<file path="src/rtl/sam_mem_pkg.sv">
// Shared types and constants for the SAM memory controller.
package sam_mem_pkg;

    localparam int ADDR_W_DEF = 8;
    localparam int DATA_W_DEF = 8;

    typedef enum logic [1:0] {
        S_RUN  = 2'd0,
        S_LOAD = 2'd1,
        S_DONE = 2'd2
    } state_e;

    typedef enum logic [1:0] {
        CYC_IDLE  = 2'd0,
        CYC_ADDR  = 2'd1,
        CYC_READ  = 2'd2,
        CYC_WRITE = 2'd3
    } cyc_e;

    // ALE wins over En/Rw: an address cycle never touches memory.
    function automatic cyc_e decode_cyc(input logic ale, input logic en, input logic rw);
        if (ale) return CYC_ADDR;
        if (!en) return CYC_IDLE;
        if (rw)  return CYC_READ;
        return CYC_WRITE;
    endfunction

endpackage

</file>
<file path="src/rtl/sam_mem_ctrl_if.sv">
// CPU bus and boot-loader handshake between the SAM CPU side and the memory controller.
interface sam_mem_ctrl_if #(
    parameter int ADDR_W = 8,
    parameter int DATA_W = 8
) ();
    logic              ALE;
    logic              En;
    logic              Rw;
    logic [DATA_W-1:0] bus_in;
    logic [DATA_W-1:0] bus_out;
    logic              bus_oe;
    logic              ld_start;
    logic [ADDR_W-1:0] ld_len;
    logic              ld_valid;
    logic [DATA_W-1:0] ld_data;
    logic              ld_ready;
    logic              cpu_hold;
    logic              ld_done;
    logic              err_wp;

    modport master (
        output ALE, En, Rw, bus_in, ld_start, ld_len, ld_valid, ld_data,
        input  bus_out, bus_oe, ld_ready, cpu_hold, ld_done, err_wp
    );

    modport slave (
        input  ALE, En, Rw, bus_in, ld_start, ld_len, ld_valid, ld_data,
        output bus_out, bus_oe, ld_ready, cpu_hold, ld_done, err_wp
    );
endinterface

</file>
<file path="src/rtl/sam_ram.sv">
// Single-port-write, asynchronous-read RAM; contents are never reset.
module sam_ram #(
    parameter int ADDR_W = 8,
    parameter int DATA_W = 8
) (
    input  logic              clk,
    input  logic              we_i,
    input  logic [ADDR_W-1:0] waddr_i,
    input  logic [DATA_W-1:0] wdata_i,
    input  logic [ADDR_W-1:0] raddr_i,
    output logic [DATA_W-1:0] rdata_o
);
    localparam int DEPTH = 2 ** ADDR_W;

    logic [DATA_W-1:0] mem_q [DEPTH];

    always_ff @(posedge clk) begin
        if (we_i) mem_q[waddr_i] <= wdata_i;
    end

    assign rdata_o = mem_q[raddr_i];
endmodule

</file>
<file path="src/rtl/sam_mem_ctrl.sv">
// Memory-side bus slave for the SAM CPU with a boot loader that fills RAM while holding the CPU.
// Optional write protection above WP_BASE is enabled by defining SAM_WRITE_PROTECT_EN.
//
// state  | meaning
// S_RUN  | serve CPU address/read/write cycles
// S_LOAD | CPU held, accept one loader byte per cycle into RAM
// S_DONE | one-cycle ld_done pulse, CPU still held
module sam_mem_ctrl
    import sam_mem_pkg::*;
#(
    parameter int                ADDR_W  = ADDR_W_DEF,
    parameter int                DATA_W  = DATA_W_DEF,
    parameter logic [ADDR_W-1:0] WP_BASE = 8'hF0
) (
    input logic           clk,
    input logic           rst,
    sam_mem_ctrl_if.slave bif
);
    localparam logic [ADDR_W:0] FULL_CNT = {1'b1, {ADDR_W{1'b0}}};

    state_e            state_q, state_d;
    logic [ADDR_W-1:0] addr_q, addr_d;
    logic [ADDR_W-1:0] ptr_q, ptr_d;
    logic [ADDR_W:0]   cnt_q, cnt_d;

    cyc_e              cyc;
    logic              we;
    logic [ADDR_W-1:0] waddr;
    logic [DATA_W-1:0] wdata;
    logic [DATA_W-1:0] rdata;
    logic              wp_base_hit;
    logic              bus_oe, ld_ready, cpu_hold, ld_done, err_wp;

`ifdef SAM_WRITE_PROTECT_EN
    assign wp_base_hit = (addr_q >= WP_BASE);
`else
    logic unused_wp_base;
    assign unused_wp_base = ^WP_BASE;
    assign wp_base_hit    = 1'b0;
`endif

    always_ff @(posedge clk) begin
        if (!rst) begin
            state_q <= S_RUN;
            addr_q  <= '0;
            ptr_q   <= '0;
            cnt_q   <= '0;
        end else begin
            state_q <= state_d;
            addr_q  <= addr_d;
            ptr_q   <= ptr_d;
            cnt_q   <= cnt_d;
        end
    end

    always_comb begin
        state_d  = state_q;
        addr_d   = addr_q;
        ptr_d    = ptr_q;
        cnt_d    = cnt_q;
        we       = 1'b0;
        waddr    = addr_q;
        wdata    = bif.bus_in;
        bus_oe   = 1'b0;
        ld_ready = 1'b0;
        cpu_hold = 1'b0;
        ld_done  = 1'b0;
        err_wp   = 1'b0;
        cyc      = decode_cyc(bif.ALE, bif.En, bif.Rw);

        unique case (state_q)
            S_RUN: begin
                case (cyc)
                    CYC_ADDR:  addr_d = ADDR_W'(bif.bus_in);
                    CYC_READ:  bus_oe = 1'b1;
                    CYC_WRITE: begin
                        we     = !wp_base_hit;
                        err_wp = wp_base_hit;
                    end
                    default: ;
                endcase
                if (bif.ld_start) begin
                    cnt_d   = (bif.ld_len == '0) ? FULL_CNT : {1'b0, bif.ld_len};
                    ptr_d   = '0;
                    state_d = S_LOAD;
                end
            end
            S_LOAD: begin
                cpu_hold = 1'b1;
                ld_ready = 1'b1;
                if (bif.ld_valid) begin
                    we    = 1'b1;
                    waddr = ptr_q;
                    wdata = bif.ld_data;
                    ptr_d = ptr_q + 1'b1;
                    cnt_d = cnt_q - 1'b1;
                    if (cnt_q == {{ADDR_W{1'b0}}, 1'b1}) state_d = S_DONE;
                end
            end
            S_DONE: begin
                cpu_hold = 1'b1;
                ld_done  = 1'b1;
                state_d  = S_RUN;
            end
            default: state_d = S_RUN;
        endcase

        // Reset is synchronous, so suppress outputs and RAM writes while it is asserted.
        if (!rst) begin
            we       = 1'b0;
            bus_oe   = 1'b0;
            ld_ready = 1'b0;
            cpu_hold = 1'b0;
            ld_done  = 1'b0;
            err_wp   = 1'b0;
        end
    end

    sam_ram #(
        .ADDR_W(ADDR_W),
        .DATA_W(DATA_W)
    ) u_ram (
        .clk    (clk),
        .we_i   (we),
        .waddr_i(waddr),
        .wdata_i(wdata),
        .raddr_i(addr_q),
        .rdata_o(rdata)
    );

    assign bif.bus_out  = bus_oe ? rdata : '0;
    assign bif.bus_oe   = bus_oe;
    assign bif.ld_ready = ld_ready;
    assign bif.cpu_hold = cpu_hold;
    assign bif.ld_done  = ld_done;
    assign bif.err_wp   = err_wp;
endmodule

</file>
<file path="src/flat_wrapper.sv">
// flat-port wrapper written by rule: the top's interface ports become plain ports
module sam_mem_ctrl_flat import sam_mem_pkg::*;
#(
    parameter int                ADDR_W  = ADDR_W_DEF,
    parameter int                DATA_W  = DATA_W_DEF,
    parameter logic [ADDR_W-1:0] WP_BASE = 8'hF0
)
  (clk, rst, bif_ALE, bif_En, bif_Rw, bif_bus_in, bif_ld_start, bif_ld_len, bif_ld_valid, bif_ld_data, bif_bus_out, bif_bus_oe, bif_ld_ready, bif_cpu_hold, bif_ld_done, bif_err_wp);
  sam_mem_ctrl_if #(.ADDR_W(ADDR_W), .DATA_W(DATA_W)) bif_i ();
  input logic clk;
  input logic rst;
  input wire logic [$bits(bif_i.ALE)-1:0] bif_ALE;
  input wire logic [$bits(bif_i.En)-1:0] bif_En;
  input wire logic [$bits(bif_i.Rw)-1:0] bif_Rw;
  input wire logic [$bits(bif_i.bus_in)-1:0] bif_bus_in;
  input wire logic [$bits(bif_i.ld_start)-1:0] bif_ld_start;
  input wire logic [$bits(bif_i.ld_len)-1:0] bif_ld_len;
  input wire logic [$bits(bif_i.ld_valid)-1:0] bif_ld_valid;
  input wire logic [$bits(bif_i.ld_data)-1:0] bif_ld_data;
  output wire logic [$bits(bif_i.bus_out)-1:0] bif_bus_out;
  output wire logic [$bits(bif_i.bus_oe)-1:0] bif_bus_oe;
  output wire logic [$bits(bif_i.ld_ready)-1:0] bif_ld_ready;
  output wire logic [$bits(bif_i.cpu_hold)-1:0] bif_cpu_hold;
  output wire logic [$bits(bif_i.ld_done)-1:0] bif_ld_done;
  output wire logic [$bits(bif_i.err_wp)-1:0] bif_err_wp;
  assign bif_i.ALE = bif_ALE;
  assign bif_i.En = bif_En;
  assign bif_i.Rw = bif_Rw;
  assign bif_i.bus_in = bif_bus_in;
  assign bif_i.ld_start = bif_ld_start;
  assign bif_i.ld_len = bif_ld_len;
  assign bif_i.ld_valid = bif_ld_valid;
  assign bif_i.ld_data = bif_ld_data;
  assign bif_bus_out = bif_i.bus_out;
  assign bif_bus_oe = bif_i.bus_oe;
  assign bif_ld_ready = bif_i.ld_ready;
  assign bif_cpu_hold = bif_i.cpu_hold;
  assign bif_ld_done = bif_i.ld_done;
  assign bif_err_wp = bif_i.err_wp;
  sam_mem_ctrl #(.ADDR_W(ADDR_W), .DATA_W(DATA_W), .WP_BASE(WP_BASE)) u_core (.clk(clk), .rst(rst), .bif(bif_i));
endmodule
</file>
<file path="config.mk">
export PLATFORM = sky130hd
export DESIGN_NAME = sam_mem_ctrl_flat
export DESIGN_NICKNAME = d
export VERILOG_FILES = /design/src/rtl/sam_mem_pkg.sv /design/src/rtl/sam_mem_ctrl_if.sv /design/src/rtl/sam_ram.sv /design/src/rtl/sam_mem_ctrl.sv /design/src/flat_wrapper.sv
export SDC_FILE = /design/constraint.sdc
export NUM_CORES = 2
export LEC_CHECK = 0
export ABC_AREA = 1
export BUFFER_PORTS_ARGS = -buffer_cell sky130_fd_sc_hd__buf_2
export CELL_PAD_IN_SITES_DETAIL_PLACEMENT = 2
export CELL_PAD_IN_SITES_GLOBAL_PLACEMENT = 2
export CORE_MARGIN = 5
export CORE_UTILIZATION = 49
export CTS_BUF_LIST = sky130_fd_sc_hd__clkbuf_8
export DETAILED_ROUTE_END_ITERATION = 10
export PLACE_DENSITY = 0.95
export SLEW_MARGIN = 0
export SYNTH_ARGS = -nofsm -noshare
export SYNTH_HDL_FRONTEND = slang
export SYNTH_SLANG_ARGS = --single-unit
</file>
<file path="constraint.sdc">
create_clock -name clk -period 12.3 [get_ports clk]
set_input_delay 1.845 -clock clk [delete_from_list [all_inputs] [get_ports clk]]
set_output_delay 1.845 -clock clk [all_outputs]
set_load 0.005 [all_outputs]
</file>
==> results.md, run 1 <==
- CTS buffer count: 353
- Global route overflow: 426
- Largest family of logic cells by synthesized area: simple AND/OR/NAND/NOR gates
- Post-cts sizing count: 0
- Hold Buf Count CTS: 0
- Post-synth EDFFs: 2048
- Unique cell type count in the Yosys netlist: 40
- Synth Net Count: 7295
- # rows: 152
- GRT Util Overall: 82.4%
- Status: aborted with a tool error
- Detailed Place HPWL: 223 mm
- Global placer's final weighted congestion: 0.821
- Xor and xnor fraction of the mapped netlist area: 0.0310%
- Antenna violations before repair: 66
- Die Wd: 426 um
- Clock sink count: 2083
- Flops & latches, synth: 2083
- Async SR Flop Fraction: 0%
- Synth Warn #: 0
- Avg Cell Area, Syn: 11.7 um^2
- Pre-CTS WS: 4.83 ns
- Adder-Cell Fraction of Synth Area: 0.0886%
- Initial Util: 49.3%
- Synth Area in Compound Gates: 0.801%
- Io pins: 44
- Chip height: 426 um
- Post-CTS setup buffer count: 0
- CTS Root Cell: clkbuf_8
- Buffer depth of the longest clock path: 4
- Failing step: global routing
- Post-Syn Area: 84700 um^2
- Sequential area share after synthesis: 73.4%
- Run Error: [ERROR GRT-0232] Routing congestion too high. Check the congestion heatmap in the GUI.
- Cell count after synthesis: 7258
- Post-synthesis mux area share: 0%
- Post-Synth Simple-Gate Area: 22.9%
- Buffers on Ports: 42
- Main synth FF type: edfxtp_1
- Pin count of the biggest net entering global routing: 210
- H-tree depth: 5
[synth_stat cells (all sizes together) (3+ instances only)]
master,n,area share (%)
nand2,2130,9.5
edfxtp,2048,73
nand3,1941,11
nor2,400,1.8
clkbuf,255,1.1
buf,234,1.3
inv,68,0.30
o21ai,62,0.38
dfxtp,35,0.83
a21oi,30,0.19
o22ai,16,0.12
or2,10,0.074
ha,6,0.089
nor3,4,0.030
a31oi,3,0.022
xor2,3,0.031
[logic make-up after synthesis]
group / after synthesis
AOI/OAI and AO/OA: 120
xor gates and xnor gates: 3
adders and majority gates: 6
buffers and inverters: 558
DFF: 2083
other: 1
and+or+nand+nor: 4487
[metrics by stage]
| stage | hold slack [ns] | instance area, um^2 | cells | utilization (%) |
|---|---|---|---|---|
| after CTS | 0.557 | 92600 | 9802 | 53.9 |
| after global placement | 0.466 | 86500 | 9191 | 50.4 |
| after floorplan | 0.442 | 84700 | 7258 | - |
| after detailed placement | 0.528 | 86500 | 9191 | 50.4 |
[layer usage]
| metal | GRT overflow | GRT usage (%) |
|---|---|---|
| met1 | 16 | 82.2 |
| met2 | 197 | 91.8 |
| met3 | 22 | 74.8 |
| met4 | 187 | 81.8 |
| met5 | 4 | 52.6 |
==> run 2: changes to the inputs <==
--- a/config.mk
+++ b/config.mk
@@ -7,13 +7,10 @@
 export LEC_CHECK = 0
 export ABC_AREA = 1
 export BUFFER_PORTS_ARGS = -buffer_cell sky130_fd_sc_hd__buf_2
-export CELL_PAD_IN_SITES_DETAIL_PLACEMENT = 2
-export CELL_PAD_IN_SITES_GLOBAL_PLACEMENT = 2
 export CORE_MARGIN = 5
-export CORE_UTILIZATION = 49
-export CTS_BUF_LIST = sky130_fd_sc_hd__clkbuf_8
+export CORE_UTILIZATION = 40
 export DETAILED_ROUTE_END_ITERATION = 10
-export PLACE_DENSITY = 0.95
+export PLACE_DENSITY_LB_ADDON = 0.15
 export SLEW_MARGIN = 0
 export SYNTH_ARGS = -nofsm -noshare
 export SYNTH_HDL_FRONTEND = slang
==> run 2 against run 1 <==
The run now ends clean; synthesized area did not move; synthesized cell count unchanged.
==> results.md, run 2 <==
- FF-to-FF Start: u_core.state_q[1]
- Worst EP arrival: 6.19 ns
- Post-cts sizing count: 0
- Hold WC Path Type: flop to flop
- R2R cell count: 11
- Top cell type's share of synthesized area: 72.6%
- Area contributors post-synth: edfxtp_1 (73%), nand3_1 (11%), nand2_1 (9.4%)
- Fraction of final layout cells sized beyond drive strength 1: 6.31%
- CP cell instances: inv_8 > buf_12 > buf_12 > nand2_1 > nand3_1 > nand3_1 > nand3_1 > nand3_1 > nand3_1 > nand3_1 > nand2_1 > nor2_1 > nor2_1 > buf_2
- Fin area: 93800 um^2
- Synth Net Count: 7295
- Post-CTS setup buffer count: 0
- RSZ-0062 raised after global routing: no
- # rows: 169
- Clock share of power: 32.4%
- Detailed Place HPWL: 137 mm
- Post-Syn Area: 84700 um^2
- Number of DRC markers in iteration 0: 6214
- Top cell by count, worst path: nand3_1
- Hold Path Depth: 2
- CTS Root Cell: clkbuf_16
- Max cap viols: 0
- Final WL: 252 mm
- H-tree depth: 4
- Hold Buf Count CTS: 0
- WL per Instance: 25.0 um
- Initial Util: 40.1%
- Max-slew violations: 0
- Total vias in the final route: 55600
- Vias per inst: 5.51
- GRT Util Overall: 22.2%
- Cell count after synthesis: 7258
- Reg2Reg Capture Point: u_core.u_ram.mem_q[89][5]
- CTS tree: built
- Slowest stage delay, CP: 0.64 ns
- Cell with the most instances after synthesis: nand2_1
- Final setup viols: 0
- Global-route wire length before repair: 370 mm
- Global placer's final weighted congestion: 0.840
- Antenna violations before repair: 7
- Synth Warn #: 0
- Buffer depth of the longest clock path: 3
- Power Internal: 0.0126 W
- Vias in the first global route: 53300
- Largest Register: u_core.u_ram.mem_q
- Chip height: 470 um
- Die Wd: 470 um
- Global route overflow: 0
- Kind of critical path: flop to output pin
- CTS buffer count: 214
- Worst slew margin: 16.5%
- Top cell type by total area after synthesis: edfxtp_1
- Leading cell type in the layout, fill and taps excluded: nand2_1
- Met2 Use GR: 34.5%
- Final Hold Violating Endpoints: 0
- Fin Hold WS: 0.481 ns
- Post-synth EDFFs: 2048
- Post-Route Setup TNS: 0 ns
- HP Start: u_core.ptr_q[2]
- DP Cell Count: 9713
- Post-route minimum period: 8.03 ns
- Flops & latches, synth: 2083
- Area growth, synth to finish: 10.7%
- Die ar.: 221000 um^2
- Routing usage on met1: 32.0%
- Leading cell types in the layout, fill and taps excluded: nand2_1 (2103), edfxtp_1 (2048), nand3_1 (1939), nor2_1 (391), clkbuf_16 (217)
- Slowest cell on crit path: buf_12
- Clock transition at path regs: 0.07 ns
- Async SR Flop Fraction: 0%
- Hold EP: u_core.ptr_q[2]
- Final layout net count: 7145
- Top Registers: u_core.u_ram.mem_q: 2048 flops, u_core.cnt_q: 9 flops
- Met3 usage: 3.77%
- Avg Cell Area, Syn: 11.7 um^2
- Buffers plus inverters on the worst setup path: 4
- Clock skew: 0.0358 ns
- Finished Layout Cells: 10100
- Status: finished clean
- Routed Antenna Nets: 0
- Pre-antenna DRT Iters: 6
- Crit-path leading delay family: simple AND/OR/NAND/NOR gates
- Startpoint Class: flop
- Worst-Skew Late Latency: 0.84 ns
- Critical Path RT: 10.45 ns
- Combinational power share: 23.6%
- Setup slack, reg-to-reg: 7.61 ns
- Slew @ Worst Pin: 1.25 ns
- Switching power: 0.00628 W
- Top cells by count, synth: nand2_1 (2125), edfxtp_1 (2048), nand3_1 (1939), nor2_1 (391), clkbuf_1 (255)
- Leakage: 31.9 nW
- Part of the cycle the worst path needs: 65.3%
- Post-DP Area: 87300 um^2
- Sequential area share after synthesis: 73.4%
- Top Usage Layer GRT: met2
- Core Footprint: 211000 um^2
- Switching Fraction: 33.2%
- Pin count of the biggest net entering global routing: 189
- Max IR drop VDD: 0.146 mV
- Crit. End Element: output pin
- Max reg flops: 2048
- Fmax: 125 MHz
- Main synth FF type: edfxtp_1
- Buffers on Ports: 42
- DRC violations left: 0
- Io pins: 44
- Unique cell type count in the Yosys netlist: 40
- Seq pwr share: 44.0%
- Crit-path max FO: 181
- Clock sink count: 2083
- Power Density: 202 nW/um^2
==> run 2: cell counts after synthesis <==
No cell type changed its count.
==> run 2: kinds of logic after synthesis <==
family / share of synthesized area [%]
other cells: 0.00443
compound gates: 0.801
fa+ha+maj: 0.0886
buf+inv: 2.74
simple gates: 22.9
xor+xnor: 0.0310
flops: 73.4
==> run 2: layout make-up <==
class / instances / area (um^2)
Antenna cell: 2 / 5.00
Clock buffer: 285 / 5730
Clock inverter: 99 / 728
Fill cell: 19600 / 118000
Inverter: 69 / 284
Multi-Input combinational cell: 4617 / 20300
Sequential cell: 2083 / 62200
Tap cell: 2821 / 3530
Timing Repair Buffer: 123 / 993
==> run 2: power by group through the flow <==
stage	registers, W	clock network, W	logic (W)
after floorplan	0.00853	0	0.00269
after global placement	0.00846	0	0.00446
after detailed placement	0.00846	0	0.00447
after CTS	0.00831	0.00622	0.00447
after global routing	0.00832	0.00652	0.00485
final	0.00831	0.00613	0.00447
==> run 2: how the worst max path moves through the flow <==
stage                     slack, ns  depth (start not counted)                       end          from
after global placement         5.18                         14            bif_bus_out[3]          flop
after floorplan                6.21                          5  u_core.u_ram.mem_q[0][0]  bif_ld_valid
after detailed placement       5.22                         14            bif_bus_out[3]          flop
after CTS                      4.27                         14            bif_bus_out[3]          flop
final                          4.27                         14            bif_bus_out[3]          flop
after global routing           4.12                         14            bif_bus_out[3]          flop
==> run 2: routing by layer <==
metal	vias to the layer above	share of wire [%]
li1	25400	-
met5	-	0
met3	404	7.6
met1	27700	43
met4	0	3.3
met2	2124	46
==> run 2: through the flow <==
stage                     setup WS (ns)  total power (W)  util, %
final                              4.27           0.0189     44.3
after global routing               4.12           0.0197     44.3
after CTS                          4.27           0.0190     44.3
after detailed placement           5.22           0.0129     41.3
after global placement             5.18           0.0129     41.3
after floorplan                    6.21           0.0112        -
==> run 2: worst register-to-register path, stage by stage (launching register included) <==
cell     delay [ns]
dfxtp_1        0.33
inv_1          0.08
ha_1           0.53
nand2_4        0.30
o21ai_0        0.86
inv_1          0.16
nor2_1         0.14
inv_1          0.09
nor2_1         0.21
nand2_2        0.33
buf_4          0.39
nor2_1         0.88
Power figures use the tool's default switching activity.
